**src/rtl/sw2_buf.sv**
```systemverilog
// sw2_buf: buffered 2x2 banyan switching element.
// Each input word is steered by bit 0 of its destination tag into one of two
// per-output FIFOs; the tag is shifted right for the next fabric stage.
// Contention for one output is resolved by a per-output round-robin pointer,
// and a full FIFO refuses input (no push-through on a simultaneous pop).
module sw2_buf #(
  parameter int DWIDTH = 8,
  parameter int AWIDTH = 2,
  parameter int DEPTH  = 4,
  parameter int LWIDTH = $clog2(DEPTH + 1)
) (
  input  logic              clk,
  input  logic              rst,
  input  logic [DWIDTH-1:0] din0,
  input  logic [DWIDTH-1:0] din1,
  input  logic [AWIDTH-1:0] dst_in0,
  input  logic [AWIDTH-1:0] dst_in1,
  input  logic              in_vld0,
  input  logic              in_vld1,
  output logic              in_rdy0,
  output logic              in_rdy1,
  output logic [DWIDTH-1:0] dout0,
  output logic [DWIDTH-1:0] dout1,
  output logic [AWIDTH-1:0] dst_out0,
  output logic [AWIDTH-1:0] dst_out1,
  output logic              out_vld0,
  output logic              out_vld1,
  input  logic              out_rdy0,
  input  logic              out_rdy1,
  output logic [LWIDTH-1:0] lvl0,
  output logic [LWIDTH-1:0] lvl1
);

  localparam int PW = $clog2(DEPTH);
  localparam int WW = DWIDTH + AWIDTH;

  // Tag presented to the next stage: consumed routing bit dropped, MSB zeroed.
  function automatic logic [AWIDTH-1:0] shift_tag(input logic [AWIDTH-1:0] t);
    return t >> 1;
  endfunction

  logic [1:0]        req0, req1;   // reqN[k]: input N requests output k
  logic [1:0]        g0, g1;       // gN[k]:   input N granted to output k
  logic [1:0]        blocked;
  logic [1:0]        out_rdy;
  logic [1:0]        out_vld;
  logic [1:0]        rr_q, rr_d;
  logic [LWIDTH-1:0] lvl [2];
  logic [WW-1:0]     head [2];
  logic [WW-1:0]     word0, word1;

  assign req0    = {in_vld0 &  dst_in0[0], in_vld0 & ~dst_in0[0]};
  assign req1    = {in_vld1 &  dst_in1[0], in_vld1 & ~dst_in1[0]};
  assign out_rdy = {out_rdy1, out_rdy0};
  assign word0   = {din0, shift_tag(dst_in0)};
  assign word1   = {din1, shift_tag(dst_in1)};

  // Per-output arbitration: single requester wins outright, two requesters
  // are settled by rr, which flips only on such a contended grant.
  always_comb begin
    g0   = '0;
    g1   = '0;
    rr_d = rr_q;
    if (!rst) begin
      for (int k = 0; k < 2; k++) begin
        if (!blocked[k]) begin
          if (req0[k] && req1[k]) begin
            if (rr_q[k]) g1[k] = 1'b1;
            else         g0[k] = 1'b1;
            rr_d[k] = ~rr_q[k];
          end else begin
            g0[k] = req0[k];
            g1[k] = req1[k];
          end
        end
      end
    end
  end

  assign in_rdy0 = |g0;
  assign in_rdy1 = |g1;

  // Round-robin pointers, cleared on reset.
  always_ff @(posedge clk) begin
    if (rst) rr_q <= '0;
    else     rr_q <= rr_d;
  end

  for (genvar k = 0; k < 2; k++) begin : g_fifo
    logic [WW-1:0]     mem [DEPTH];
    logic [PW-1:0]     wr_q, rd_q;
    logic [LWIDTH-1:0] cnt_q, cnt_d;
    logic              push, pop;

    assign push = g0[k] | g1[k];
    assign pop  = (cnt_q != '0) && out_rdy[k];

    // Occupancy next state; simultaneous push and pop leaves it unchanged.
    always_comb begin
      cnt_d = cnt_q;
      case ({push, pop})
        2'b10:   cnt_d = cnt_q + LWIDTH'(1);
        2'b01:   cnt_d = cnt_q - LWIDTH'(1);
        default: cnt_d = cnt_q;
      endcase
    end

    // FIFO control: pointers wrap naturally, occupancy tracked by cnt.
    always_ff @(posedge clk) begin
      if (rst) begin
        wr_q  <= '0;
        rd_q  <= '0;
        cnt_q <= '0;
      end else begin
        cnt_q <= cnt_d;
        if (push) wr_q <= wr_q + PW'(1);
        if (pop)  rd_q <= rd_q + PW'(1);
      end
    end

    // Storage is deliberately left out of reset; out_vld masks stale data.
    always_ff @(posedge clk) begin
      if (push) mem[wr_q] <= g0[k] ? word0 : word1;
    end

    assign blocked[k] = (cnt_q == LWIDTH'(DEPTH));
    assign lvl[k]     = cnt_q;
    assign head[k]    = mem[rd_q];
    assign out_vld[k] = (cnt_q != '0);
  end

  assign dout0    = head[0][WW-1:AWIDTH];
  assign dst_out0 = head[0][AWIDTH-1:0];
  assign dout1    = head[1][WW-1:AWIDTH];
  assign dst_out1 = head[1][AWIDTH-1:0];
  assign out_vld0 = out_vld[0];
  assign out_vld1 = out_vld[1];
  assign lvl0     = lvl[0];
  assign lvl1     = lvl[1];

endmodule

```
**config.mk**
```make
export PLATFORM = sky130hd
export DESIGN_NAME = sw2_buf
export DESIGN_NICKNAME = d
export VERILOG_FILES = /design/src/rtl/sw2_buf.sv
export SDC_FILE = /design/constraint.sdc
export NUM_CORES = 1
export LEC_CHECK = 0
export CORE_AREA = 2 2 93 95
export DETAILED_ROUTE_END_ITERATION = 8
export DIE_AREA = 0 0 95 97
export GPL_TIMING_DRIVEN = 0
export MAX_ROUTING_LAYER = met4
export PLACE_DENSITY = 0.79
export SYNTH_ARGS = -nofsm -noshare
export SYNTH_HDL_FRONTEND = slang
export SYNTH_SLANG_ARGS = --single-unit
```
**constraint.sdc**
```tcl
create_clock -name clk -period 2.7 [get_ports clk]
set_clock_uncertainty 0.05 [all_clocks]
set_input_delay 0.81 -clock clk [delete_from_list [all_inputs] [get_ports clk]]
set_output_delay 0.81 -clock clk [all_outputs]
set_load 0.02 [all_outputs]
```
==> reports/summary.txt <==
Status -> complete, but fails checks
Failing checks -> negative setup slack
DRT Wirelength -> 7060 um
Hold buffer count at CTS -> 0
Synth area leader -> edfxtp_1
Most frequent cell after synthesis -> edfxtp_1
H-tree Lvls -> 3
Area share of the leading cell type in the synthesized netlist -> 54.6%
Worst hold path type -> flop to flop
Worst ir drop on vdd -> 0.000556 V
CP Class -> primary input to primary output
Pin count of the biggest net entering global routing -> 16
Final worst-path cycle share -> 101%
Syn-to-layout area delta -> 22.9%
Synth top cells by count -> edfxtp_1 (72), dfxtp_1 (20), mux2_2 (19), mux4_2 (18), nor2_1 (18)
DR vias -> 2177
FP Rows -> 33
First-pass GRT wire length -> 11400 um
Starting density of the core -> 48.7%
Minimum clock period -> 2720 ps
Initial DRC count -> 87
Placed cell count -> 403
Vias per cell -> 5.18
Final GP Congestion -> 0.849
Post-DP HPWL -> 4880 um
Avg WL per Cell -> 16.8 um
MaxCap Viol Count -> 0
Die width -> 95 um
CTS tree -> built
Total power -> 3840 uW
Final cell count without fillers -> 420
Top_reg_cell synth -> edfxtp_1
Total CTS buffers -> 9
Overall die area -> 0.00922 sq mm
N_diodes -> 0
Final net count -> 348
Bufs on Longest Clock Path -> 2
Clock slew at the register clock pins of the worst setup and hold paths -> 80 ps
Core region area -> 0.00813 sq mm
FF+latch count, synth -> 92
DRC violations left -> 0
CTS sink cnt -> 92
Initial DRT Pass Iterations -> 4
Critical path capture point type -> primary output
Fin. Hold Viols -> 0
Port Buffers -> 53
Fraction of layout instances using a drive strength above 1 -> 24.4%
Die Y -> 97 um
Leakage Power -> 0.00165 uW
Final ANT Viol Nets -> 0
IO Pins -> 56
RSZ-0062 raised after global routing -> yes
Power density over cell area -> 788 mW/mm^2
CP required -> 1840 ps
Top post-synthesis cells by area -> edfxtp_1 (55%), mux4_2 (10%), dfxtp_1 (10%)
Number of fill cells in the layout -> 630
Setup ws final -> -23.0 ps
Util after Layout -> 59.8%
Initial antenna violation count -> 0
Grt ovf -> 0
Async SR Flop Fraction -> 0%
Syn. warnings -> 0
Number of synthesized flops with an enable pin -> 72
Final setup fails -> 1
Crit-path max FO -> 4
Number of global-route vias before repair -> 2312
Syn Area/Cell -> 16.2 sq um
CP Launch Type -> primary input
Post-synthesis sequential area ratio -> 64.7%
Fmax -> 367 MHz
Post-Syn Area -> 0.00396 sq mm
Worst-skew pair later-pin latency -> 350 ps
Setup tns final -> -23.0 ps
Worst Tran Pin Value -> 926 ps
Rel. slew slack -> 38.1%
Root Buffer Master -> clkbuf_8
Fin. max-slew vios -> 0
Crit path DAT -> 1860 ps
All-layer global routing usage -> 17.2%
Mapped Cells -> 244
Yosys cell types -> 38
[worst paths after layout]
check             depth (start not counted)  slack (ps)                end               from
setup / recovery                          6         -20            in_rdy0         dst_in0[0]
hold / removal                            2         490  g_fifo[0].rd_q[1]  g_fifo[0].rd_q[1]
setup reg to reg                          8         220            lvl1[2]            lvl1[2]
hold reg to reg                           2         490  g_fifo[0].rd_q[1]  g_fifo[0].rd_q[1]
[area by class of cell]
type	instances	area, sq um	area share [%]
plain buffers	7	56.3	1.16
multi-input cells	131	1340	27.5
clock buffers	10	128	2.62
clock inverters	6	65.1	1.34
inverters	13	48.8	1.00
flip-flops and latches	92	2560	52.7
well taps	105	131	2.70
repair buffers	56	536	11.0
[layout by cell type, fill, tap and decap left out, types with 3 or more instances in the layout]
| cell | Yosys | final |
|---|---|---|
| edfxtp_1 | 72 | 72 |
| clkdlybuf4s50_1 | 0 | 28 |
| dfxtp_1 | 20 | 20 |
| mux2_2 | 19 | 19 |
| nor2_1 | 18 | 18 |
| mux4_2 | 18 | 18 |
| dlygate4sd2_1 | 0 | 18 |
| inv_1 | 13 | 13 |
| ha_1 | 10 | 10 |
| clkbuf_8 | 0 | 9 |
| buf_4 | 3 | 7 |
| buf_6 | 0 | 6 |
| a21oi_1 | 6 | 6 |
| xor2_1 | 6 | 6 |
| nand2_1 | 5 | 5 |
| or3_1 | 5 | 5 |
| xnor2_1 | 5 | 5 |
| and2_1 | 4 | 4 |
| nor2b_1 | 5 | 4 |
| o21ai_0 | 4 | 4 |
| a211oi_1 | 3 | 3 |
[cells by family after synthesis]
group / Yosys count / share of synthesized area (%)
flops: 92 / 64.7
fa+ha+maj: 12 / 4.17
buf+inv: 22 / 2.43
compound gates: 22 / 4.30
xor+xnor: 11 / 2.43
mux: 38 / 15.9
other cells: 1 / 0.0947
simple gates: 46 / 5.97
[flip-flops by register name (all words and copies together), names as in the netlist, named ones only]
signal and cells:
g_fifo.wr_q 4, g_fifo.rd_q 4, lvl0 3, rr_q 2
lvl1 3, g_fifo.mem 72
[timing repair]
action,4_1_cts,5_1_grt
setup endpoints to repair,60,11
buffers inserted,2,1
endpoints found under the hold margin,0,0
pin swaps,3,3
gates resized for setup,52,14
[metrics by stage]
stage / instance area (sq um) / setup WS (ps) / hold WS [ps]
3_3_place_gp: 4630 / -1100 / 458
6_report: 4870 / -23.0 / 493
5_1_grt: 4870 / -76.0 / 533
2_1_floorplan: 3960 / 51.9 / 435
3_5_place_dp: 4630 / -1110 / 465
4_1_cts: 4850 / -97.3 / 500
[report_power, final]
group	switching (uW)	internal [uW]	leakage, uW
Sequential	102	1660	0.000816
Combinational	604	583	0.000741
Clock	463	428	0.0000962
Total	1170	2670	0.00165
[critical path, cell delays in order]
cell	delay [ps]
buf_6	100
and4_4	190
a2111oi_4	370
buf_4	170
or2_4	110
buf_6	110
[per-layer routing]
layer  GRT usage (%)  share of wire [%]
met5               -                  0
met1            21.8                 44
met3            4.98                6.9
met2            26.5                 48
met4            5.69                1.3
(Power assumes the default switching activity.)
